--- config.mk ---
export PLATFORM = sky130hd
export DESIGN_NAME = serial_adder_seq_flat
export DESIGN_NICKNAME = d
export VERILOG_FILES = /design/src/rtl/serial_adder_seq_if.sv /design/src/rtl/serial_adder_seq.sv /design/src/flat_wrapper.sv
export SDC_FILE = /design/constraint.sdc
export NUM_CORES = 1
export LEC_CHECK = 0
export BUFFER_PORTS_ARGS = -buffer_cell sky130_fd_sc_hd__buf_2
export CAP_MARGIN = 20
export CELL_PAD_IN_SITES_DETAIL_PLACEMENT = 0
export CELL_PAD_IN_SITES_GLOBAL_PLACEMENT = 1
export CORE_ASPECT_RATIO = 1.75
export CORE_MARGIN = 8
export CORE_UTILIZATION = 41
export CTS_BUF_LIST = sky130_fd_sc_hd__clkbuf_8
export CTS_CLUSTER_DIAMETER = 120
export DETAILED_ROUTE_END_ITERATION = 16
export PLACE_DENSITY_LB_ADDON = 0.1
export REMOVE_ABC_BUFFERS = 1
export SYNTH_ARGS = -nofsm -noshare
export SYNTH_HDL_FRONTEND = slang
export SYNTH_SLANG_ARGS = --single-unit
export TNS_END_PERCENT = 5
--- constraint.sdc ---
create_clock -name clk -period 1.5 [get_ports clk]
set_input_delay 0.15 -clock clk [delete_from_list [all_inputs] [get_ports clk]]
set_output_delay 0.15 -clock clk [all_outputs]
set_load 0.02 [all_outputs]
--- src/rtl/serial_adder_seq_if.sv ---
// Start/done request interface of the bit-serial adder sequencer.
// The requester drives operands and start; the sequencer returns status and result.
interface serial_adder_seq_if #(
    parameter int WIDTH = 8
);
    logic             start;
    logic [WIDTH-1:0] a;
    logic [WIDTH-1:0] b;
    logic             cin;
    logic             busy;
    logic             done;
    logic [WIDTH-1:0] sum;
    logic             cout;

    modport master (output start, a, b, cin, input  busy, done, sum, cout);
    modport slave  (input  start, a, b, cin, output busy, done, sum, cout);
endinterface

--- src/rtl/serial_adder_seq.sv ---
// Bit-serial adder: one full-adder slice reused over WIDTH cycles, LSB first,
// with the carry held in a flip-flop between slices.
module serial_adder_seq #(
    parameter int WIDTH = 8
) (
    input logic              clk,
    input logic              rst,
    serial_adder_seq_if.slave bus
);
    localparam int CW = $clog2(WIDTH + 1);

    typedef enum logic [1:0] {IDLE, RUN, DONE} state_t;

    state_t           state, state_nx;
    logic [WIDTH-1:0] opa, opb, res, res_nx, sum_q;
    logic             carry, cout_q;
    logic [CW-1:0]    cnt;
    logic             af, bf, cf, fa_sum, fa_carry;
    logic             last;

    // Full-adder slice (af/bf/cf -> sum/carry) applied to the current LSBs.
    always_comb begin
        af       = opa[0];
        bf       = opb[0];
        cf       = carry;
        fa_sum   = af ^ bf ^ cf;
        fa_carry = (af & bf) | (cf & (af ^ bf));
    end

    assign last = (cnt == CW'(WIDTH - 1));

    // Written as shift-then-set so WIDTH == 1 needs no special slicing.
    always_comb begin
        res_nx            = res >> 1;
        res_nx[WIDTH-1]   = fa_sum;
    end

    always_ff @(posedge clk or posedge rst) begin
        if (rst) state <= IDLE;
        else     state <= state_nx;
    end

    always_comb begin
        state_nx = state;
        case (state)
            IDLE:    if (bus.start) state_nx = RUN;
            RUN:     if (last)      state_nx = DONE;
            DONE:                   state_nx = IDLE;
            default:                state_nx = IDLE;
        endcase
    end

    always_comb begin
        bus.busy = (state == RUN);
        bus.done = (state == DONE);
        bus.sum  = sum_q;
        bus.cout = cout_q;
    end

    always_ff @(posedge clk or posedge rst) begin
        if (rst) begin
            opa    <= '0;
            opb    <= '0;
            res    <= '0;
            carry  <= 1'b0;
            cnt    <= '0;
            sum_q  <= '0;
            cout_q <= 1'b0;
        end else begin
            case (state)
                IDLE: begin
                    if (bus.start) begin
                        opa   <= bus.a;
                        opb   <= bus.b;
                        carry <= bus.cin;
                        cnt   <= '0;
                    end
                end
                RUN: begin
                    opa   <= opa >> 1;
                    opb   <= opb >> 1;
                    res   <= res_nx;
                    carry <= fa_carry;
                    cnt   <= cnt + CW'(1);
                    if (last) begin
                        sum_q  <= res_nx;
                        cout_q <= fa_carry;
                    end
                end
                default: ;
            endcase
        end
    end
endmodule

--- src/flat_wrapper.sv ---
// flat-port wrapper written by rule: the top's interface ports become plain ports
module serial_adder_seq_flat 
#(
    parameter int WIDTH = 8
)
  (clk, rst, bus_start, bus_a, bus_b, bus_cin, bus_busy, bus_done, bus_sum, bus_cout);
  serial_adder_seq_if #(.WIDTH(WIDTH)) bus_i ();
  input logic clk;
  input logic rst;
  input wire logic [$bits(bus_i.start)-1:0] bus_start;
  input wire logic [$bits(bus_i.a)-1:0] bus_a;
  input wire logic [$bits(bus_i.b)-1:0] bus_b;
  input wire logic [$bits(bus_i.cin)-1:0] bus_cin;
  output wire logic [$bits(bus_i.busy)-1:0] bus_busy;
  output wire logic [$bits(bus_i.done)-1:0] bus_done;
  output wire logic [$bits(bus_i.sum)-1:0] bus_sum;
  output wire logic [$bits(bus_i.cout)-1:0] bus_cout;
  assign bus_i.start = bus_start;
  assign bus_i.a = bus_a;
  assign bus_i.b = bus_b;
  assign bus_i.cin = bus_cin;
  assign bus_busy = bus_i.busy;
  assign bus_done = bus_i.done;
  assign bus_sum = bus_i.sum;
  assign bus_cout = bus_i.cout;
  serial_adder_seq #(.WIDTH(WIDTH)) u_core (.clk(clk), .rst(rst), .bus(bus_i));
endmodule
==> metrics.yaml, run 1 <==
status: "finished with violations"
violations: "setup timing"
cts_buffer_depth: 2
gp_congestion: 0.698
insertion_delay_ps: 290
die_h_um: 101
layout_min_cycle_time_ps: 1500
pwr_density_cell_nw_per_um2: 1980
path_class: "register to register"
yosys.cell_types.count: 26
hold_viol: 0
cts_buffers: 5
syn_to_final_growth_pct: 27.5
vias: 1228
dieArea_um2: 6490
fin_crit_sh_pct: 100
fp.dieW_um: 64.4
synth_edf_count: 0
synth_area_leaders: "dfrtp_1 (58%), mux2_2 (11%), a22oi_1 (5.8%)"
core_area_um2: 4030
drcViolationCount: 0
yosys-top-cells-count: "dfrtp_1 (39), mux2_2 (17), nand2_1 (17), o21ai_0 (16), a22oi_1 (13)"
report.final.slew_viol_count: 0
fin_tns_setup_ps: -3.25
syn_inst: 140
dr.pass1.iters: 4
grt_setup_unrepaired: "true"
worstPathCellList: "ha_4 -> nand2_4 -> nor3b_4 -> buf_6 -> mux2_4"
clk_pin_slew_ps: 80
drt-wirelength-per-cell_um: 15.3
hpwl_um: 2290
worstPathMaxFanout: 5
portBuffers: 30
yosysMostFrequentCell: "dfrtp_1"
cts.sinks: 39
antenna_found_initial: 0
fillers: 385
start_kind: "register"
syn_area_um2: 1680
skew_ps: 5.56
cpMaxStageDelayCell: "dfrtp_1"
grt_pass1_wl_um: 5810
synth.top_cell.area_share_pct: 58.0
cp.required_ps: 1680
crit_arrival_ps: 1680
insertedDiodeCount: 0
synth-seq-cells: 39
vias_per_cell: 5.29
nNetsFinal: 204
max_slew_margin_pct: 67.0
first_iter_violations: 44
fin_ws_ps: -3.09
hp-class: "input pin to register"
leakage_uw: 0.00102
detail-route-antenna-nets: 0
yosys.area.top_type: "dfrtp_1"
max_stage_delay_ps: 400
peakVddDrop_mv: 1.01
fmax_ghz: 0.665
ys_warn_count: 0
grt_pass1_vias: 1313
setup_viol: 2
routed_wl_um: 3560
synth_ff_type: "dfrtp_1"
cts_max_level: 2
cts_tree: "done"
ys_seq_area_share_pct: 58.0
grt_max_degree: 40
track_usage_pct: 11.3
dp_slack_ps: -38.6
async_flop_share_pct: 100
start_util_pct: 41.7
critPathTopFamily: "flip-flops"
grt-ovfl-total: 0
ioPinCount: 31
drive_gt1_share_pct: 40.4
maxCapViolations: 0
rows: 31
utilization_pct: 53.2
worst-path-buf-inv: 1
avgSynthCellArea_um2: 12.0
worst_slew_pin_slew_ps: 496
critPathCaptureType: "register"
root_buffer: "clkbuf_8"
[cell usage in the layout, fill, tap and decap left out, drive strengths merged, types with 2 or more instances in the layout]
master / instances
mux2: 18
clkbuf: 6
buf: 44
o21ai: 16
inv: 3
nor2b: 4
a22o: 2
nand2: 17
a22oi: 13
and3b: 2
nor2: 3
a21oi: 4
dfrtp: 39
[report_power, final]
part,internal [µW],switching (µW),total (µW)
sequential,1460,267,1730
clock,538,373,912
combinational,864,744,1610
total,2870,1380,4250
[layer usage]
| metal | part of all wire, % | track usage [%] |
|---|---|---|
| met2 | 51 | 19.5 |
| met3 | 6.0 | 4.45 |
| met1 | 41 | 11.4 |
| met4 | 1.8 | 5.07 |
| met5 | 0 | 0 |
[state kept, by name (all words and copies together), names as in the netlist]
name,count
u_core.cnt,4
u_core.opa,8
u_core.opb,8
u_core.state,2
u_core.bus.cout,1
u_core.bus.sum,8
u_core.carry,1
u_core.res,7
[cell families (layout without fill, tap and decap cells)]
group	count (synthesis)	count (layout)	share of synthesized area, %
muxes	18	18	12.3
buffers and inverters	13	56	4.31
adders and majority gates	2	2	1.93
and+or+nand+nor	29	29	8.85
AOI/OAI and AO/OA	39	39	14.6
DFF	39	39	58.0
[worst paths after layout]
check,start,to,slack (ps),cells after the start
min,bus_a[2],u_core.opa[2],150,3
min in group asynchronous,rst,u_core.opa[0],520,4
min reg2reg,u_core.opa[2],u_core.opa[2],490,2
max,u_core.cnt[1],u_core.bus.sum[3],-3,5
max in group asynchronous,rst,u_core.bus.sum[2],640,4
max reg2reg,u_core.cnt[1],u_core.bus.sum[3],-3,5
[layout make-up]
cell class | instances | area (µm²) | share of cell area, %
timing repair buffer | 45 | 289 | 13.5
tap | 49 | 61.3 | 2.86
clock inverter | 2 | 35.0 | 1.63
sequential | 39 | 976 | 45.5
clock buffer | 6 | 82.6 | 3.85
multi-input combinational | 88 | 691 | 32.2
inverter | 3 | 11.3 | 0.525
[worst register-to-register path: stages (launching register included)]
cell and delay (ps):
dfrtp_1 400, ha_4 170, nand2_4 60, nor3b_4 260
buf_6 180, mux2_4 300
[per-stage QoR]
step	total power [µW]	cells	hold WS (ps)	instance area (µm²)
CTS	4090	229	146	2060
global placement	3080	219	288	1920
detailed placement	3150	219	302	1920
global route	4540	232	154	2150
floorplan	2610	130	320	1620
finish	4250	232	146	2150
[what timing repair did]
item / 4_1_cts / 5_1_grt
setup buffers: 1 / 2
resized for setup: 3 / 14
hold buffers: 1 / 0
pin swaps: 1 / 3
endpoints found under the setup margin: 9 / 10
gates cloned: 0 / 1
endpoints found under the hold margin: 39 / 0
Power figures use the tool's default switching activity.
==> run 2, diff against run 1 <==
--- a/config.mk
+++ b/config.mk
@@ -15,7 +15,7 @@
 export CTS_BUF_LIST = sky130_fd_sc_hd__clkbuf_8
 export CTS_CLUSTER_DIAMETER = 120
 export DETAILED_ROUTE_END_ITERATION = 16
-export PLACE_DENSITY_LB_ADDON = 0.1
+export PLACE_DENSITY = 0.76
 export REMOVE_ABC_BUFFERS = 1
 export SYNTH_ARGS = -nofsm -noshare
 export SYNTH_HDL_FRONTEND = slang
==> run 2 against run 1 <==
The run now ends clean. Critical path depth is the same. Worst setup slack better by 37 ps. Clock power shrank 1%. Largest cell class unchanged. Highest routed layer unchanged.
==> metrics.yaml, run 2 (synthesis gave the netlist of run 1 again) <==
status: "completed"
grt_setup_unrepaired: "true"
start_kind: "register"
root_buffer: "clkbuf_8"
maxCapViolations: 0  # unchanged
p_seq_share_pct: 41.4  # +0.7 points
ioPinCount: 31  # unchanged
whs_ps: 150  # +4.04 ps
dp_slack_ps: 17.0  # +55.7 ps
grt_max_degree: 40  # unchanged
rows: 31  # unchanged
final_cell_mix: "dfrtp_1 (39), buf_2 (30), nand2_1 (16), o21ai_0 (16), a22oi_1 (13)"
placed_cells: 220  # +0.46%
critPathCaptureType: "register"
finalPower_uw: 4170  # -1.9%
path_class: "register to register"
core_area_um2: 4030  # unchanged
clk_pin_slew_ps: 80  # about the same
detail-route-antenna-nets: 0  # unchanged
pwr_density_cell_nw_per_um2: 1970  # -0.40%
grt-ovfl-total: 0  # unchanged
post_layout_nonfiller_instances: 233  # +0.43%
drt-wirelength-per-cell_um: 15.0  # -2.2%
cts_max_level: 2  # unchanged
cts_buffer_depth: 2  # unchanged
fin_crit_sh_pct: 97.7  # -2.5 points
grt_pass1_wl_um: 5900  # +1.5%
hold_viol: 0  # unchanged
die_h_um: 101  # unchanged
p_int_uw: 2820  # -1.6%
portBuffers: 30  # unchanged
track_usage_pct: 11.3  # +0.018 points
comb_power_share_pct: 37.0  # -0.8 points
hp-class: "input pin to register"
fmax_ghz: 0.682  # +2.5%
utilization_pct: 52.4  # -0.78 points
hpwl_um: 2430  # +6.3%
fin_ws_ps: 34.0  # +37.1 ps
skew_ps: 5.04  # -0.518 ps
dr.max_layer_used: "met4"
antenna_found_initial: 0  # unchanged
report.final.slew_viol_count: 0  # unchanged
cts.sinks: 39  # unchanged
sw_frac_of_total_pct: 32.4  # -0.15 points
dieArea_um2: 6490  # unchanged
p_sw_uw: 1350  # -2.3%
insertedDiodeCount: 0  # unchanged
clkPwrFrac_pct: 21.6  # about the same
leakage_uw: 0.00101  # -1.4%
insertion_delay_ps: 290  # about the same
gp_congestion: 0.746  # +6.8%
start_util_pct: 41.7  # unchanged
setup_viol: 0  # -2
routed_wl_um: 3490  # -1.8%
syn_to_final_growth_pct: 25.7
worstPathMaxFanout: 4  # -1
wl_met1_um: 1490  # +2.2%
cts_buffers: 5  # unchanged
cts_tree: "done"
fillers: 373  # -3.1%
dr_wl_met3_um: 198  # -7.5%
first_iter_violations: 39  # -11%
layout_commonest_cell: "dfrtp_1"
peakVddDrop_mv: 1.03  # +1.5%
layout_min_cycle_time_ps: 1470  # -37.1 ps
nNetsFinal: 205  # +0.49%
max_slew_margin_pct: 67.6  # +0.68 points
drive_gt1_share_pct: 40.8  # +0.32 points
dr.pass1.iters: 4  # unchanged
drcViolationCount: 0  # unchanged
vias: 1218  # -0.81%
worst_slew_pin_slew_ps: 485  # -10.2 ps
fp.dieW_um: 64.4  # unchanged
wl_met2_um: 1760  # -3.3%
grt_pass1_vias: 1333  # +1.5%
cp.required_ps: 1670  # about the same
vias_per_cell: 5.23  # -1.2%
crit_arrival_ps: 1640  # -40 ps
## run 2: layout make-up
class	instances	area, µm²	area share (%)
Sequential cell	39	976	46.2
Multi-Input combinational cell	88	664	31.4
Timing Repair Buffer	46	284	13.4
Clock buffer	6	82.6	3.91
Tap cell	49	61.3	2.90
Clock inverter	2	35.0	1.66
Inverter	3	11.3	0.533
## run 2: what timing repair did
item / in CTS / in global routing
hold buffers: 1 / 0
endpoints found under the setup margin: 0 / 10
gates resized for setup: 0 / 13
setup buffers: 0 / 3
endpoints found under the hold margin: 39 / 0
## run 2: metal layers
metal	GRT usage [%]	vias to the layer above
li1	-	582
met2	19.9	34
met1	11.6	597
met3	3.67	5
met5	0	-
met4	5.07	0
## run 2: worst paths after layout
path	start	slack, ps	endpoint	depth (start not counted)
min in group asynchronous	rst	510	u_core.res[4]	4
hold / removal	bus_b[2]	150	u_core.opb[2]	3
setup / recovery	u_core.cnt[0]	30	u_core.bus.sum[0]	5
hold reg to reg	u_core.opa[3]	490	u_core.opa[3]	2
setup reg to reg	u_core.cnt[0]	30	u_core.bus.sum[0]	5
max in group asynchronous	rst	650	u_core.bus.sum[0]	4
## run 2: power by group through the flow
stage | combinational, µW | sequential (µW) | clock, µW
after floorplan | 757 | 1850 | 0
after global placement | 1360 | 1690 | 0
after detailed placement | 1420 | 1730 | 0
after CTS | 1430 | 1710 | 911
after global routing | 1710 | 1790 | 945
final | 1550 | 1730 | 899
## run 2: worst max-delay path, cell delays in order, from the launching register on
cell,delay (ps)
dfrtp_1,360
ha_2,190
nand2_2,70
nor3b_4,260
buf_6,160
mux2_2,320
## run 2: metrics by stage
| step | cell area [µm²] | TNS (ps) |
|---|---|---|
| 5_1_grt | 2110 | -150 |
| 6_report | 2110 | 0 |
| 4_1_cts | 2040 | 0 |
| 3_5_place_dp | 1920 | 0 |
| 2_1_floorplan | 1620 | -10990 |
| 3_3_place_gp | 1920 | 0 |
==> run 3, diff against run 2 <==
==> constraint.sdc (replaced) <==
create_clock -name clk -period 1.2 [get_ports clk]
set_input_delay 0.12 -clock clk [delete_from_list [all_inputs] [get_ports clk]]
set_output_delay 0.12 -clock clk [all_outputs]
set_load 0.02 [all_outputs]
==> run 3 against run 2 <==
The run now ends with setup timing left. Fmax decreased by 3.5%. Worst setup slack worse by 350 ps. Final cell count grew 0.43%. Die area is the same. Total power increased by 31%. Sequential power is 25% higher. Combinational power increased by 41%. Sequential share of layout area fell by 1.9 points. Critical path type unchanged. Largest cell class unchanged.
==> metrics.yaml, run 3 (synthesis gave the netlist of run 1 again) <==
nNetsFinal: 206  # +0.49%
first_iter_violations: 24  # -38%
fmax_ghz: 0.658  # -3.5%
hpwl_um: 2390  # -1.7%
r2r-start: "u_core.cnt[1]"
pwr_density_cell_nw_per_um2: 2480  # +26%
layout_min_cycle_time_ps: 1520  # +52.8 ps
skew_ps: 8.99  # +3.96 ps
final_area_um2: 2200  # +4.2%
dpl-instance-area_um2: 1930  # +0.78%
die_h_um: 101  # unchanged
drive_gt1_share_pct: 43.2  # +2.5 points
vias: 1246  # +2.3%
whs_ps: 107  # -43.3 ps
crit_arrival_ps: 1690  # +50 ps
antenna_found_initial: 0  # unchanged
start_util_pct: 41.7  # unchanged
critPathCaptureType: "register"
dieArea_um2: 6490  # unchanged
cts.sinks: 39  # unchanged
grt_util_met2_pct: 19.3  # -0.62 points
hold_viol: 0  # unchanged
maxCapViolations: 0  # unchanged
insertedDiodeCount: 0  # unchanged
worst_slew_pin_slew_ps: 488  # +2.11 ps
fp.dieW_um: 64.4  # unchanged
vias_per_cell: 5.32  # +1.9%
status: "finished with violations"
hp-class: "input pin to register"
violations: "setup timing"
cts_tree: "done"
report.final.slew_viol_count: 0  # unchanged
r2r_setup_slack_ps: -320  # -350 ps
post_layout_nonfiller_instances: 234  # +0.43%
top_usage_layer: "met2"
setup_viol: 18  # +18
grtUsageMet3_pct: 3.67  # unchanged
core_area_um2: 4030  # unchanged
cts_buffers: 5  # unchanged
fin_ws_ps: -319  # -353 ps
r2r_cells: 5  # unchanged
root_buffer: "clkbuf_8"
cp.required_ps: 1370  # -300 ps
min_to: "u_core.opa[3]"
grt_setup_unrepaired: "true"
dr.pass1.iters: 5  # +1
start_kind: "register"
final_cell_mix: "dfrtp_1 (39), buf_2 (28), nand2_1 (16)"
path_class: "register to register"
cts_buffer_depth: 2  # unchanged
routed_wl_um: 3500  # +0.23%
cts_max_level: 2  # unchanged
worstPathMaxFanout: 5  # +1
register_area_um2: 976  # unchanged
grt-ovfl-total: 0  # unchanged
worstPathCellList: "ha_2 -> nand2_2 -> nor3b_4 -> buf_6 -> mux2_4"
syn_to_final_growth_pct: 30.9
grt_pass1_wl_um: 5860  # -0.70%
fin_crit_sh_pct: 127  # +29 points
placed_cells: 222  # +0.91%
peakVddDrop_mv: 1.29  # +26%
grt_pass1_vias: 1322  # -0.83%
drcViolationCount: 0  # unchanged
drt-wirelength-per-cell_um: 15.0  # -0.20%
reg2reg_to: "u_core.bus.sum[0]"
fillers: 364  # -2.4%
track_usage_pct: 11.2  # -0.071 points
gp_congestion: 0.703  # -5.7%
layout_commonest_cell: "dfrtp_1"
met1_usage_pct: 12.0  # +0.33 points
worst-path-buf-inv: 1  # unchanged
min-delay-start: "bus_a[3]"
grt_max_degree: 40  # unchanged
rows: 31  # unchanged
max_stage_delay_ps: 380  # +20 ps
critPathTopFamily: "flip-flops"
ioPinCount: 31  # unchanged
insertion_delay_ps: 290  # about the same
crit_cells: 5  # unchanged
cpMaxStageDelayCell: "dfrtp_1"
max_slew_margin_pct: 67.5  # -0.14 points
multiInputGateArea_um2: 714  # +7.5%
detail-route-antenna-nets: 0  # unchanged
clk_pin_slew_ps: 80  # about the same
portBuffers: 30  # unchanged
leakage_uw: 0.00106  # +5.5%
holdPathStages: 3  # unchanged
## run 3: cell count changes in the layout (fill, tap and decap cells not counted), sizes merged
cell,delta
buf,+1
## run 3: report_power, final
part	internal (µW)	switching, µW
sequential	1830	337
combinational	1220	959
clock	673	448
## run 3: routing by layer
metal / part of all wire, % / vias up
met5: 0 / -
met2: 50 / 40
met3: 6.2 / 11
met1: 42 / 607
met4: 1.9 / 0
li1: - / 588
## run 3: what timing repair did
action                                 in CTS  in global routing
gates cloned                                0                  1
pin swaps                                   2                  3
gates resized for setup                    14                 28
setup endpoints to repair                  32                 38
hold buffers                                1                  0
buffers inserted                            0                  2
endpoints found under the hold margin      39                  0
## run 3: worst max-delay path by stage
stage / endpoint / start / slack, ps
2_1_floorplan: u_core.bus.cout / u_core.state[0] / -980
3_3_place_gp: u_core.bus.cout / u_core.cnt[0] / -210
3_5_place_dp: u_core.bus.sum[0] / u_core.cnt[1] / -290
4_1_cts: u_core.bus.sum[1] / u_core.cnt[1] / -290
5_1_grt: u_core.bus.sum[0] / u_core.cnt[1] / -370
6_report: u_core.bus.sum[0] / u_core.cnt[1] / -320
## run 3: area by class of cell
cell class,instances,area share [%]
clock buffers,6,3.75
well taps,49,2.78
flip-flops and latches,39,44.3
multi-input cells,88,32.4
clock inverters,2,1.59
inverters,3,0.511
repair buffers,47,14.7
## run 3: worst register-to-register path, stage by stage (launching register included)
cell	delay, ps
dfrtp_1	380
ha_2	200
nand2_2	70
nor3b_4	270
buf_6	180
mux2_4	300
## run 3: through the flow
stage / setup WS, ps / power, µW / TNS, ps / util (%)
floorplan: -983 / 3260 / -22410 / -
global route: -374 / 5830 / -5410 / 54.6
global placement: -206 / 3870 / -3070 / 47.9
finish: -319 / 5470 / -3370 / 54.6
CTS: -288 / 5210 / -3220 / 52.3
detailed placement: -288 / 3980 / -4270 / 47.9
